$ cat config.mk
export PLATFORM = sky130hd
export DESIGN_NAME = serout_shifter_flat
export DESIGN_NICKNAME = d
export VERILOG_FILES = /design/src/rtl/serout_shifter_if.sv /design/src/rtl/serout_shifter.sv /design/src/flat_wrapper.sv
export SDC_FILE = /design/constraint.sdc
export NUM_CORES = 1
export LEC_CHECK = 0
export CORE_MARGIN = 2
export CORE_UTILIZATION = 53
export DETAILED_ROUTE_END_ITERATION = 8
export GPL_TIMING_DRIVEN = 0
export PLACE_DENSITY = 0.74
export SETUP_SLACK_MARGIN = 0.5
export SYNTH_ARGS = -nofsm -noshare
export SYNTH_HDL_FRONTEND = slang
export SYNTH_SLANG_ARGS = --single-unit
$ cat constraint.sdc
create_clock -name clk -period 2.31 [get_ports clk]
set_clock_uncertainty 0.15 [all_clocks]
set_input_delay 0.5775 -clock clk [delete_from_list [all_inputs] [get_ports clk]]
set_output_delay 0.5775 -clock clk [all_outputs]
set_load 0.005 [all_outputs]
$ cat src/rtl/serout_shifter_if.sv
// rtl/serout_shifter_if.sv - SEROUT write/tick/pin signal bundle for serout_shifter.
// Tone inputs exist only when SEROUT_TWO_TONE_EN is defined.
interface serout_shifter_if #(
  parameter int DATA_BITS = 8
);
  logic                 enp;
  logic                 bit_tick;
  logic                 wr_en;
  logic [DATA_BITS-1:0] wr_data;
  logic                 force_break;
`ifdef SEROUT_TWO_TONE_EN
  logic                 two_tone;
  logic                 tone1;
  logic                 tone2;
`endif
  logic                 sod;
  logic                 irq_need;
  logic                 irq_done;
  logic                 busy;

  modport master (
    output enp, bit_tick, wr_en, wr_data, force_break,
`ifdef SEROUT_TWO_TONE_EN
    output two_tone, tone1, tone2,
`endif
    input  sod, irq_need, irq_done, busy
  );

  modport slave (
    input  enp, bit_tick, wr_en, wr_data, force_break,
`ifdef SEROUT_TWO_TONE_EN
    input  two_tone, tone1, tone2,
`endif
    output sod, irq_need, irq_done, busy
  );
endinterface

$ cat src/rtl/serout_shifter.sv
// rtl/serout_shifter.sv - POKEY SEROUT holding register and start/data/stop frame shifter.
// Optional two-tone SOD modulation is enabled by defining SEROUT_TWO_TONE_EN.
module serout_shifter #(
  parameter int DATA_BITS = 8,
  parameter int STOP_BITS = 1
) (
  input logic           clk,
  input logic           reset,
  serout_shifter_if.slave bus
);
  localparam int CW = $clog2(DATA_BITS + STOP_BITS + 1);

  typedef enum logic [1:0] {IDLE, START, DATA, STOP} state_t;

  state_t               state, state_next;
  logic [CW-1:0]        cnt, cnt_next;
  logic [DATA_BITS-1:0] shifter, shifter_next;
  logic [DATA_BITS-1:0] hold;
  logic                 hold_full;
  logic                 load;
  logic                 frame_bit;
  logic                 tick;
  logic                 irq_need_q;
  logic                 irq_done_q;
  logic                 line_bit;

  assign tick = bus.enp & bus.bit_tick;

  always_ff @(posedge clk or posedge reset) begin
    if (reset) begin
      state      <= IDLE;
      cnt        <= '0;
      shifter    <= '0;
      hold       <= '0;
      hold_full  <= 1'b0;
      irq_need_q <= 1'b0;
      irq_done_q <= 1'b1;
    end else begin
      state      <= state_next;
      cnt        <= cnt_next;
      shifter    <= shifter_next;
      if (bus.wr_en) hold <= bus.wr_data;
      // A write on the transfer edge refills the register after the old value moves out.
      hold_full  <= bus.wr_en | (hold_full & ~load);
      irq_need_q <= load;
      irq_done_q <= (state == IDLE) & ~hold_full;
    end
  end

  always_comb begin
    state_next   = state;
    cnt_next     = cnt;
    shifter_next = shifter;
    load         = 1'b0;
    frame_bit    = 1'b1;
    case (state)
      IDLE: begin
        if (tick && hold_full) begin
          load       = 1'b1;
          state_next = START;
        end
      end
      START: begin
        frame_bit = 1'b0;
        if (tick) begin
          state_next = DATA;
          cnt_next   = '0;
        end
      end
      DATA: begin
        frame_bit = shifter[0];
        if (tick) begin
          shifter_next = shifter >> 1;
          if (cnt == CW'(DATA_BITS - 1)) begin
            state_next = STOP;
            cnt_next   = '0;
          end else begin
            cnt_next = cnt + 1'b1;
          end
        end
      end
      STOP: begin
        if (tick) begin
          if (cnt == CW'(STOP_BITS - 1)) begin
            cnt_next = '0;
            if (hold_full) begin
              load       = 1'b1;
              state_next = START;
            end else begin
              state_next = IDLE;
            end
          end else begin
            cnt_next = cnt + 1'b1;
          end
        end
      end
      default: state_next = IDLE;
    endcase
    if (load) shifter_next = hold;
  end

`ifdef SEROUT_TWO_TONE_EN
  assign line_bit = bus.two_tone ? (frame_bit ? bus.tone1 : bus.tone2) : frame_bit;
`else
  assign line_bit = frame_bit;
`endif

  assign bus.sod      = line_bit & ~bus.force_break;
  assign bus.irq_need = irq_need_q;
  assign bus.irq_done = irq_done_q;
  assign bus.busy     = (state != IDLE);
endmodule

$ cat src/flat_wrapper.sv
// flat-port wrapper written by rule: the top's interface ports become plain ports
module serout_shifter_flat 
#(
  parameter int DATA_BITS = 8,
  parameter int STOP_BITS = 1
)
  (clk, reset, bus_enp, bus_bit_tick, bus_wr_en, bus_wr_data, bus_force_break, bus_sod, bus_irq_need, bus_irq_done, bus_busy);
  serout_shifter_if #(.DATA_BITS(DATA_BITS)) bus_i ();
  input logic clk;
  input logic reset;
  input wire logic [$bits(bus_i.enp)-1:0] bus_enp;
  input wire logic [$bits(bus_i.bit_tick)-1:0] bus_bit_tick;
  input wire logic [$bits(bus_i.wr_en)-1:0] bus_wr_en;
  input wire logic [$bits(bus_i.wr_data)-1:0] bus_wr_data;
  input wire logic [$bits(bus_i.force_break)-1:0] bus_force_break;
  output wire logic [$bits(bus_i.sod)-1:0] bus_sod;
  output wire logic [$bits(bus_i.irq_need)-1:0] bus_irq_need;
  output wire logic [$bits(bus_i.irq_done)-1:0] bus_irq_done;
  output wire logic [$bits(bus_i.busy)-1:0] bus_busy;
  assign bus_i.enp = bus_enp;
  assign bus_i.bit_tick = bus_bit_tick;
  assign bus_i.wr_en = bus_wr_en;
  assign bus_i.wr_data = bus_wr_data;
  assign bus_i.force_break = bus_force_break;
  assign bus_sod = bus_i.sod;
  assign bus_irq_need = bus_i.irq_need;
  assign bus_irq_done = bus_i.irq_done;
  assign bus_busy = bus_i.busy;
  serout_shifter #(.DATA_BITS(DATA_BITS), .STOP_BITS(STOP_BITS)) u_core (.clk(clk), .reset(reset), .bus(bus_i));
endmodule
=== After elaboration in Yosys (flattened, before gate mapping) ===
Cells that the tools add are included.

* Bitwise gates (word level): 8
* Equal/unequal tests: 10
* Reductions and logical operators: 10
* $add $sub $neg: 1
* Mux-type cells: 23

{| class="wikitable"
|+ Operator list
! kind !! number
|-
| two-way mux 8 bit || 3
|-
| two-way mux 4 bit || 5
|-
| two-way mux 2 bit || 6
|-
| one-hot mux 4 bit (3 select lines) || 1
|-
| != test 2 x 1 -> 1 bit (second input constant) || 5
|-
| one-hot mux 2 bit (4 select lines) || 1
|-
| AND reduction 6 bit || 1
|-
| nonzero test 2 bit || 3
|-
| two-way mux 1 bit || 5
|-
| adder 4 x 1 -> 4 bit (second input constant) || 1
|-
| bitwise AND 1 bit || 4
|-
| == test 2 bit (second input constant) || 2
|-
| == test 4 x 3 -> 1 bit (second input constant) || 1
|-
| zero test 4 bit || 1
|-
| one-hot mux 1 bit (2 select lines) || 2
|-
| AND reduction 4 bit || 1
|-
| inverter 1 bit || 3
|-
| nonzero test 3 bit || 1
|-
| == test 2 x 1 -> 1 bit (second input constant) || 1
|-
| zero test 2 bit || 1
|-
| != test 2 bit (second input constant) || 1
|-
| AND reduction 2 bit || 1
|-
| logical AND 1 bit || 1
|-
| OR 1 bit || 1
|}

* Word-level logic and storage cells: 59
* Output and inout bits: 4
* Input port bits: 14
* Register bits after elaboration: 25

=== Logic depth before layout (Yosys ltp) ===
Gate-level depths: netlist of run 1.

* Depth in word-level cells: 7
* Gate-level depth with buffers: 7
* Depth with buffers taken out: 6

=== Least setup slack after synthesis of run 1 ===
No wires, ideal clock.

* Path kind: register to register
* Start point: reg u_core.state[0]
* End point: reg u_core.state[1]
* Arrival: 1.734 ns
* Path slack: 0.301 ns
* Data required time: 2.035 ns
* Path buffers: 0
* Setup time: 0.125 ns
* Stages on the path, launching flop included: 7
* Cells stage by stage: dfrtp_1 -> inv_1 -> ha_1 -> or4b_1 -> o311ai_2 -> nand2_2 -> mux2_4

* Longest elaborated chain between the ends: 3
* Elaborated cells on any way between the ends: 12
* Those cells by class: eq/ne (9); mux (1); reduce/logical (2)

{| class="wikitable"
|+ Ends and longest elaborated chain
! what !! line !! text
|-
| start: declaration || serout_shifter.sv:15 || <nowiki>state_t state, state_next;</nowiki>
|-
| start signal: assignment || serout_shifter.sv:39 || <nowiki>state <= state_next;</nowiki>
|-
| == test 2 bit (tied with other cells) || serout_shifter.sv:56 || <nowiki>case (state)</nowiki>
|-
| != test 2 x 1 -> 1 bit (no line) / != test 2 bit (equally long branches) || n/a ||
|-
| AND reduction 6 bit (no line) || n/a ||
|}

Parallel ways exist; a longest one is shown, timed or not.
A chain may end at the register's enable or synchronous reset.

=== Worst setup path in the final report of run 1 ===
Ends and elaborated chain as after synthesis.

==> metrics.md, run 1 <==
| Metric | Value |
|---|---|
| Nets | `183` |
| Drt first pass iters | `4` |
| Die Area | `0.002791 mm2` |
| Synthesized cell area | `0.001264 mm2` |
| WL/cell | `16.77 um` |
| Ratio of final minimum period to clock period | `93.46%` |
| Post-synth EDFFs | `0` |
| Area growth syn-to-layout | `46.83%` |
| Kind of critical path | `reg2reg` |
| Max cap viols | `0` |
| Static Leak | `0.8111 nW` |
| Vias per cell | `5.862` |
| Vias in the first global route | `1048` |
| Largest net degree at the start of global routing | `26` |
| DRT iter0 DRCs | `13` |
| Worst skew pair latency | `0.33 ns` |
| Max Root-Sink Buffers | `2` |
| IO buf count | `16` |
| Remaining antenna violation count | `0` |
| Row count | `17` |
| Sw power | `0.7858 mW` |
| Final min period | `2.159 ns` |
| Fraction of layout cells with a size suffix above 1 | `42.24%` |
| Setup TNS | `0 ns` |
| Min-Delay Path Class | `reg2reg` |
| Cells after synthesis | `122` |
| Leading area contributor after synthesis | `dfrtp_1` |
| Final Setup Violations | `0` |
| Yosys cell types | `34` |
| Num CTS Buffers | `3` |
| Cell Pwr Density | `1112 mW/mm2` |
| Top-count cell post-synth | `dfrtp_1` |
| CP Max Fanout | `3` |
| Clk pin slew, worst setup/hold paths | `0.14 ns` |
| Status | `completed` |
| Final hold slack | `0.3471 ns` |
| Initial Utilization | `56.58%` |
| Overall routed net length | `3.170 mm` |
| RSZ-0062 raised after global routing | `true` |
| Register bit total from synthesis | `25` |
| Drc violations | `0` |
| Achievable Freq | `0.4632 GHz` |
| Fin worst setup slack | `0.1510 ns` |
| Worst vdd ir | `0.7393 mV` |
| Fin cells | `189` |
| Core ar. | `0.002233 mm2` |
| Die width | `52.83 um` |
| Hold Vio Cnt, Final | `0` |
| Final design utilization | `83.08%` |
| Synth cell count leaders | `24 x dfrtp_1, 19 x nand2_1, 10 x inv_1, 8 x nor3_1` |
| Ys Warns | `0` |
| Post-synthesis sequential area ratio | `49.60%` |
| CP Capture Type | `flop` |
| Post-synth ARST share | `100.0%` |
| Slew margin rel. | `36.09%` |
| Total Routing Usage GR | `23.75%` |
| Combinational Power Share | `58.9%` |
| Area after DPL | `0.001506 mm2` |
| Synthesized net count | `143` |
| Top post-synthesis cells by area | `dfrtp_1 48%, ha_1 6.9%, mux2_2 6.2%` |
| Power, Total | `2.063 mW` |
| Grt ovf | `0` |
| Via count | `1108` |
| Internal power | `1.277 mW` |
| Root Buffer | `clkbuf_4` |
| Sequential group share of total power | `31.2%` |
| Number of filler cells placed in the layout | `118` |
| Top Ports | `18` |
| Slew @ Worst Pin | `0.9576 ns` |
| First-pass GRT wire length | `4.712 mm` |
| Setup WS pre-CTS | `0.007356 ns` |
| CP required | `2.39 ns` |
| Startpoint types | `flop` |
| Inst Count DP | `166` |
| CTS tree | `yes` |
| Primary FF master, synth | `dfrtp_1` |
| Diodes inserted | `0` |
| CP arrival | `2.24 ns` |
| Fin. max-slew vios | `0` |
| DIE HEIGHT | `52.83 um` |
| Final Instance Area | `0.001856 mm2` |
| Clk sinks | `25` |
| Global placement routability congestion | `0.7960` |
| Initial antenna violation count | `0` |
| Sw Share | `38.08%` |
| HPWL after DPL | `1.807 mm` |
| Synth top area share | `47.52%` |
| H-Tree Depth | `1` |
| Power share of the clock group | `10.0%` |
| Syn_area_per_cell | `10.36 um2` |
## flip-flops by register name, indices dropped and copies added (netlist names)
register             flops
u_core.state             2
u_core.hold              8
u_core.cnt               4
u_core.hold_full         1
u_core.bus.irq_need      1
u_core.bus.irq_done      1
u_core.shifter           8
## metal layers
metal	part of all wire, %	up-vias	track usage (%)
met5	0	-	0
met4	1.6	0	8.547
met3	2.4	9	4.286
met2	54	16	42.50
met1	42	566	28.17
li1	-	517	-
## repair_timing
action,CTS,global route
hold buffers,0,0
setup buffers,13,5
pin swaps,7,7
endpoints found under the setup margin,18,19
resized for setup,23,27
gates cloned,1,0
## cell usage in the layout (no fill, tap or decap), drive strengths merged, types with 2 or more instances in the layout
cell type      Yosys  final
a21o               3      3
a21oi              3      3
a31oi              7      7
and3               2      2
buf                1     21
clkbuf             2      6
clkdlybuf4s50      0     12
dfrtp             24     24
dlygate4sd2        0      2
ha                 7      7
inv               10     10
mux2               8      8
nand2             21     21
nand3              4      4
nor2               3      3
nor3               8      8
o21ai              5      5
## power by group through the flow
stage | combinational, mW | clock, mW | sequential, mW
floorplan | 0.563 | 0 | 0.641
global route | 1.30 | 0.229 | 0.654
CTS | 1.03 | 0.208 | 0.632
finish | 1.21 | 0.205 | 0.643
detailed placement | 0.734 | 0 | 0.662
global placement | 0.711 | 0 | 0.655
## final timing paths
path | slack (ns) | from | depth (start not counted) | end
min reg2reg | 0.35 | u_core.hold_full | 1 | u_core.bus.irq_done
max | 0.15 | u_core.state[0] | 7 | u_core.state[1]
max in group asynchronous | 0.77 | reset | 2 | u_core.state[1]
max reg2reg | 0.15 | u_core.state[0] | 7 | u_core.state[1]
min | 0.35 | u_core.hold_full | 1 | u_core.bus.irq_done
min in group asynchronous | 0.59 | reset | 2 | u_core.hold[5]
## worst max-delay path: stages (launching register included)
cell	delay [ns]
dfrtp_1	0.43
buf_6	0.13
buf_4	0.13
ha_4	0.15
or3_4	0.42
a22oi_2	0.28
nand2_2	0.08
mux2_4	0.29
## layout make-up
| type | instances | area [um2] | area share [%] |
|---|---|---|---|
| clock inverter | 1 | 7.507 | 0.4046 |
| multi-input combinational | 84 | 769.5 | 41.47 |
| tap | 28 | 35.03 | 1.888 |
| timing repair buffer | 35 | 336.6 | 18.14 |
| clock buffer | 3 | 22.52 | 1.214 |
| inverter | 10 | 37.54 | 2.023 |
| buffer | 3 | 18.77 | 1.011 |
| sequential | 25 | 628.1 | 33.85 |
## cell families (layout without fill, tap and decap cells)
logic type	after synthesis	after routing	synth area share [%]
DFF	25	25	49.60
muxes	8	8	7.426
adders and majority gates	7	7	6.930
buffers and inverters	13	52	3.961
AOI/OAI and AO/OA	26	26	14.85
and+or+nand+nor	43	43	17.23
(Power assumes the default switching activity.)
==> inputs of run 2 (changes only) <==
RECOVER_POWER = 25   (was not set)
==> metrics.md, run 2 (synthesis gave the netlist of run 1 again) <==
| Metric | Value |
|---|---|
| Area growth syn-to-layout | `46.83% (unchanged)` |
| Root Buffer | `clkbuf_4` |
| Commonest non-fill, non-tap cells in the layout | `23 x dfrtp_1, 18 x nand2_1, 11 x clkdlybuf4s50_1` |
| Overall routed net length | `3.152 mm (-0.57%)` |
| Static Leak | `0.8113 nW (about the same)` |
| Final Instance Area | `0.001856 mm2 (unchanged)` |
| Area after DPL | `0.001506 mm2 (unchanged)` |
| Sw Share | `38.06% (about the same)` |
| Sw power | `0.7846 mW (-0.14%)` |
| Clk pin slew, worst setup/hold paths | `0.14 ns (about the same)` |
| Diodes inserted | `0 (unchanged)` |
| Worst skew pair latency | `0.33 ns (about the same)` |
| Largest net degree at the start of global routing | `26 (unchanged)` |
| First-pass GRT wire length | `4.712 mm (unchanged)` |
| Min-Delay Path Class | `reg2reg` |
| Final Setup Violations | `0 (unchanged)` |
| Top Registers | `u_core.hold x8, u_core.shifter x8, u_core.cnt x4` |
| Max cap viols | `0 (unchanged)` |
| Row count | `17 (unchanged)` |
| Most common cell after layout, fill and taps aside | `dfrtp_1` |
| Num CTS Buffers | `3 (unchanged)` |
| Ratio of final minimum period to clock period | `93.50% (about the same)` |
| IO buf count | `16 (unchanged)` |
| Combinational Power Share | `58.8% (about the same)` |
| Fin. max-slew vios | `0 (unchanged)` |
| Inst Count DP | `166 (unchanged)` |
| Die width | `52.83 um (unchanged)` |
| Crit path cell chain | `buf_6 > buf_4 > ha_4 > or3_4 > a22oi_2 > nand2_2 > mux2_4` |
| RSZ-0062 raised after global routing | `true` |
| Power, Total | `2.062 mW (about the same)` |
| H-Tree Depth | `1 (unchanged)` |
| Status | `completed` |
| Startpoint types | `flop` |
| Remaining antenna violation count | `0 (unchanged)` |
| CP required | `2.39 ns (about the same)` |
| Grt ovf | `0 (unchanged)` |
| Sequential group share of total power | `31.2% (about the same)` |
| Slew margin rel. | `36.16% (+0.075 points)` |
| Kind of critical path | `reg2reg` |
| Achievable Freq | `0.4630 GHz (about the same)` |
| DRT iter0 DRCs | `14 (+1)` |
| Setup TNS | `0 ns (unchanged)` |
| CP Capture Type | `flop` |
| Vias per cell | `5.884 (+0.36%)` |
| Total Routing Usage GR | `23.75% (unchanged)` |
| Fin cells | `189 (unchanged)` |
| Vias in the first global route | `1048 (unchanged)` |
| Initial antenna violation count | `0 (unchanged)` |
| Initial Utilization | `56.58% (unchanged)` |
| Family with the most delay on the worst path | `simple AND/OR/NAND/NOR gates` |
| Cell Pwr Density | `1111 mW/mm2 (about the same)` |
| Via count | `1112 (+0.36%)` |
| CTS tree | `yes` |
| Worst vdd ir | `0.7382 mV (-0.14%)` |
| Slowest-stage cell, CP | `dfrtp_1` |
| Clk sinks | `25 (unchanged)` |
| Drt first pass iters | `4 (unchanged)` |
| Global placement routability congestion | `0.7960 (unchanged)` |
| DIE HEIGHT | `52.83 um (unchanged)` |
| CP arrival | `2.24 ns (about the same)` |
| Core ar. | `0.002233 mm2 (unchanged)` |
| CP Max Fanout | `3 (unchanged)` |
| HPWL after DPL | `1.807 mm (unchanged)` |
| Crit-path max cell delay | `0.43 ns (about the same)` |
| Number of filler cells placed in the layout | `118 (unchanged)` |
| Buf/Inv on CP | `2 (unchanged)` |
| Drc violations | `0 (unchanged)` |
| Internal power | `1.277 mW (about the same)` |
| Nets | `183 (unchanged)` |
| Slew @ Worst Pin | `0.9565 ns (-0.001126 ns)` |
| Die Area | `0.002791 mm2 (unchanged)` |
| Power share of the clock group | `10.0% (about the same)` |
| Fraction of layout cells with a size suffix above 1 | `42.24% (unchanged)` |
| WL/cell | `16.68 um (-0.57%)` |
| Final design utilization | `83.08% (unchanged)` |
| Hold Vio Cnt, Final | `0 (unchanged)` |
| Max Root-Sink Buffers | `2 (unchanged)` |
| Top Ports | `18 (unchanged)` |
| Final min period | `2.160 ns (+0.0008090 ns)` |
==> run 2: changes by cell type in the layout (fill, tap and decap cells not counted) <==
| cell | before | now |
|---|---|---|
| clkdlybuf4s50_1 | 12 | 11 |
| dlygate4sd3_1 | 0 | 1 |
==> run 2: what timing repair did <==
action                     4_1_cts  5_1_grt
pin swaps                        7        7
hold endpoints to repair         0        0
setup buffers                   13        5
cloned                           1        0
gates resized for setup         23       27
hold buffers                     0        0
setup endpoints to repair       18       19
==> run 2: final cells by class <==
cell class | instances | area (um2) | share of cell area (%)
multi-input combinational | 84 | 769.5 | 41.47
clock inverter | 1 | 7.507 | 0.4046
sequential | 25 | 628.1 | 33.85
clock buffer | 3 | 22.52 | 1.214
inverter | 10 | 37.54 | 2.023
tap | 28 | 35.03 | 1.888
buffer | 3 | 18.77 | 1.011
timing repair buffer | 35 | 336.6 | 18.14
==> run 2: metal layers <==
| layer | vias up | global-route usage (%) | wire (um) |
|---|---|---|---|
| met4 | 0 | 8.547 | 52 |
| met2 | 20 | 42.50 | 1719 |
| li1 | 515 | - | - |
| met3 | 9 | 4.286 | 91 |
| met1 | 568 | 28.17 | 1288 |
| met5 | - | 0 | 0 |
==> run 2: power by group through the flow <==
| stage | combinational (mW) | clock [mW] | sequential (mW) |
|---|---|---|---|
| floorplan | 0.563 | 0 | 0.641 |
| global placement | 0.711 | 0 | 0.655 |
| detailed placement | 0.734 | 0 | 0.662 |
| CTS | 1.03 | 0.208 | 0.632 |
| global route | 1.30 | 0.229 | 0.654 |
| finish | 1.21 | 0.205 | 0.643 |
==> run 2: worst paths after layout <==
| check | from | to | slack, ns | depth (start not counted) |
|---|---|---|---|---|
| min in group asynchronous | reset | u_core.hold[5] | 0.73 | 2 |
| max in group asynchronous | reset | u_core.state[1] | 0.63 | 2 |
| worst min register to register | u_core.hold_full | u_core.bus.irq_done | 0.34 | 1 |
| worst max-delay path | u_core.state[0] | u_core.state[1] | 0.15 | 7 |
| worst min-delay path | u_core.hold_full | u_core.bus.irq_done | 0.34 | 1 |
| worst max register to register | u_core.state[0] | u_core.state[1] | 0.15 | 7 |
==> run 2: metrics by stage <==
step                      hold slack [ns]  setup slack, ns
final                              0.3414           0.1502
after global routing               0.3602          0.09813
after CTS                          0.3360           0.1636
after detailed placement           0.3184         0.007356
after global placement             0.3032         0.009587
after floorplan                    0.2673           0.3906
==> run 2: worst reg2reg max path, stage by stage (launching register included) <==
cell,delay [ns]
dfrtp_1,0.43
buf_6,0.13
buf_4,0.13
ha_4,0.15
or3_4,0.42
a22oi_2,0.28
nand2_2,0.08
mux2_4,0.29
==> inputs of run 3 (changes only) <==
CORE_MARGIN = 4   (was 2)
==> metrics.md, run 3 (synthesis gave the netlist of run 1 again) <==
| Metric | Value |
|---|---|
| Die Area | `0.003230 mm2 (+16%)` |
| Nets | `183 (unchanged)` |
| Internal power | `1.283 mW (+0.51%)` |
| Area after DPL | `0.001506 mm2 (unchanged)` |
| Cell Pwr Density | `1127 mW/mm2 (+1.4%)` |
| Overall routed net length | `2.837 mm (-10%)` |
| Most common cell after layout, fill and taps aside | `dfrtp_1` |
| Drt first pass iters | `4 (unchanged)` |
| Min-Delay Path Class | `reg2reg` |
| Total Routing Usage GR | `20.04% (-3.7 points)` |
| Met2 routed WL | `1.484 mm (-14%)` |
| Max Root-Sink Buffers | `2 (unchanged)` |
| Startpoint types | `flop` |
| Power share of the clock group | `9.8% (-0.2 points)` |
| Worst vdd ir | `0.6566 mV (-11%)` |
| Vias in the first global route | `1142 (+9.0%)` |
| First-pass GRT wire length | `5.119 mm (+8.6%)` |
| Initial antenna violation count | `0 (unchanged)` |
| Vias per cell | `5.566 (-5.4%)` |
| Row count | `17 (unchanged)` |
| Core ar. | `0.002233 mm2 (unchanged)` |
| Max cap viols | `0 (unchanged)` |
| Final Setup Violations | `0 (unchanged)` |
| CP required | `2.38 ns (about the same)` |
| Achievable Freq | `0.4628 GHz (about the same)` |
| Top Registers | `u_core.hold x8, u_core.shifter x8, u_core.cnt x4` |
| Root Buffer | `clkbuf_4` |
| Worst r2r src | `u_core.state[1]` |
| Commonest non-fill, non-tap cells in the layout | `23 x dfrtp_1, 19 x nand2_1, 11 x clkdlybuf4s50_1, 11 x buf_4` |
| WL/cell | `15.01 um (-10%)` |
| CP Max Fanout | `4 (+1)` |
| CTS tree | `yes` |
| Global placement routability congestion | `0.7449 (-6.4%)` |
| Static Leak | `0.7732 nW (-4.7%)` |
| Fin. max-slew vios | `0 (unchanged)` |
| Slew margin rel. | `36.07% (-0.095 points)` |
| Worst skew pair latency | `0.31 ns (-0.02 ns)` |
| Fin worst setup slack | `0.1493 ns (-0.0008940 ns)` |
| Initial Utilization | `56.58% (unchanged)` |
| Combinational Power Share | `58.5% (-0.3 points)` |
| DIE HEIGHT | `56.83 um (+7.6%)` |
| Final min period | `2.161 ns (+0.0008940 ns)` |
| Sw power | `0.7218 mW (-8.0%)` |
| Drc violations | `0 (unchanged)` |
| RSZ-0062 raised after global routing | `true` |
| Setup TNS | `0 ns (unchanged)` |
| Slew @ Worst Pin | `0.9579 ns (+0.001429 ns)` |
| Remaining antenna violation count | `0 (unchanged)` |
| Hold Crit Start | `u_core.hold_full` |
| Die width | `56.83 um (+7.6%)` |
| Routed met3 length | `96 um (+5.5%)` |
| Fraction of layout cells with a size suffix above 1 | `34.78% (-7.5 points)` |
| CP arrival | `2.23 ns (about the same)` |
| Worst R2R Path Depth | `7 (unchanged)` |
| Crit-path max cell delay | `0.45 ns (+0.02 ns)` |
| Power, Total | `2.005 mW (-2.7%)` |
| HPWL after DPL | `1.788 mm (-1.0%)` |
| Terminus of the critical flop-to-flop path | `u_core.cnt[2]` |
| Family with the most delay on the worst path | `compound AO/OA/AOI/OAI gates` |
| Hold path depth | `1 (unchanged)` |
| Area growth syn-to-layout | `40.79%` |
| Diodes inserted | `0 (unchanged)` |
| Clk sinks | `25 (unchanged)` |
| Kind of critical path | `reg2reg` |
| Crit path cell chain | `buf_6 > ha_4 > buf_6 > or3_4 > a21o_4 > o32a_1 > o221a_1` |
| DRT iter0 DRCs | `43 (+29)` |
| Most used cell, CP | `buf_6` |
| Status | `completed` |
| CP Capture Type | `flop` |
| Top Ports | `18 (unchanged)` |
| Slowest-stage cell, CP | `dfrtp_2` |
| Ratio of final minimum period to clock period | `93.54% (about the same)` |
| WL met1 | `1.227 mm (-4.7%)` |
| Hold buffers post-CTS | `0 (unchanged)` |
| H-Tree Depth | `1 (unchanged)` |
| Buf/Inv on CP | `2 (unchanged)` |
| Clk pin slew, worst setup/hold paths | `0.14 ns (about the same)` |
| R2r setup slk | `0.15 ns (about the same)` |
| IO buf count | `16 (unchanged)` |
| Largest net degree at the start of global routing | `26 (unchanged)` |
| Num CTS Buffers | `3 (unchanged)` |
| Setup WS pre-CTS | `-0.01591 ns (-0.02327 ns)` |
| Hold Vio Cnt, Final | `0 (unchanged)` |
| Grt ovf | `0 (unchanged)` |
| Max Used Layer | `met4` |
| Final Instance Area | `0.001779 mm2 (-4.1%)` |
| Worst hold endpoint | `u_core.bus.irq_done` |
| Sw Share | `36.00% (-2.1 points)` |
| Via count | `1052 (-5.4%)` |
| Sequential group share of total power | `31.7% (+0.5 points)` |
| Number of filler cells placed in the layout | `137 (+16%)` |
[run 3: cell count changes in the layout (fill, tap and decap cells not counted), moves of 2 or more]
cell	delta
nor3_2	-3
o21ai_1	+2
buf_6	-2
o21ai_2	-2
buf_4	+2
nor3_1	+7
nor3_4	-4
[run 3: what timing repair did]
item / in CTS / in global routing
setup buffers: 15 / 3
resized for setup: 26 / 7
endpoints found under the setup margin: 18 / 19
pin swaps: 11 / 7
gates cloned: 1 / 0
[run 3: area by class of cell]
cell class	count	area, um2	share of cell area [%]
Tap cell	28	35.03	1.969
Inverter	10	37.54	2.110
Multi-Input combinational cell	84	704.4	39.59
Sequential cell	25	628.1	35.30
Clock buffer	4	26.28	1.477
Timing Repair Buffer	35	329.1	18.50
Buffer	3	18.77	1.055
[run 3: worst max path at each step]
stage | startpoint | to | slack (ns) | cells after the start
after detailed placement | bus_force_break | bus_sod | -0.02 | 3
after global routing | u_core.state[1] | bus_sod | 0.08 | 6
after CTS | u_core.state[1] | u_core.cnt[2] | 0.14 | 7
final | u_core.state[1] | u_core.cnt[2] | 0.15 | 7
after global placement | bus_force_break | bus_sod | 0.007 | 3
after floorplan | u_core.state[0] | u_core.state[1] | 0.39 | 6
[run 3: layer usage]
metal	vias to the layer above	track usage, %
li1	512	-
met1	512	24.28
met2	24	35.97
met3	4	3.448
met4	0	5.960
met5	-	0
[run 3: stage by stage]
step / hold slack, ns / cells / utilization, %
6_report: 0.3219 / 189 / 79.66
5_1_grt: 0.3584 / 189 / 79.66
4_1_cts: 0.3278 / 186 / 78.10
3_5_place_dp: 0.3105 / 166 / 67.45
3_3_place_gp: 0.3042 / 166 / 67.45
2_1_floorplan: 0.2673 / 122 / -
[run 3: power groups by stage]
stage	clock, mW	sequential [mW]	combinational (mW)
3_5_place_dp	0	0.660	0.732
2_1_floorplan	0	0.641	0.563
5_1_grt	0.230	0.649	1.28
6_report	0.196	0.635	1.17
3_3_place_gp	0	0.655	0.712
4_1_cts	0.203	0.631	1.09
[run 3: worst register-to-register path, delay by kind of cell, from the launching register on]
family	cells	cell delay (ns)
AOI/OAI and AO/OA	3	0.65
buffers and inverters	2	0.25
adders and majority gates	1	0.17
and+or+nand+nor	1	0.39
DFF	1	0.45
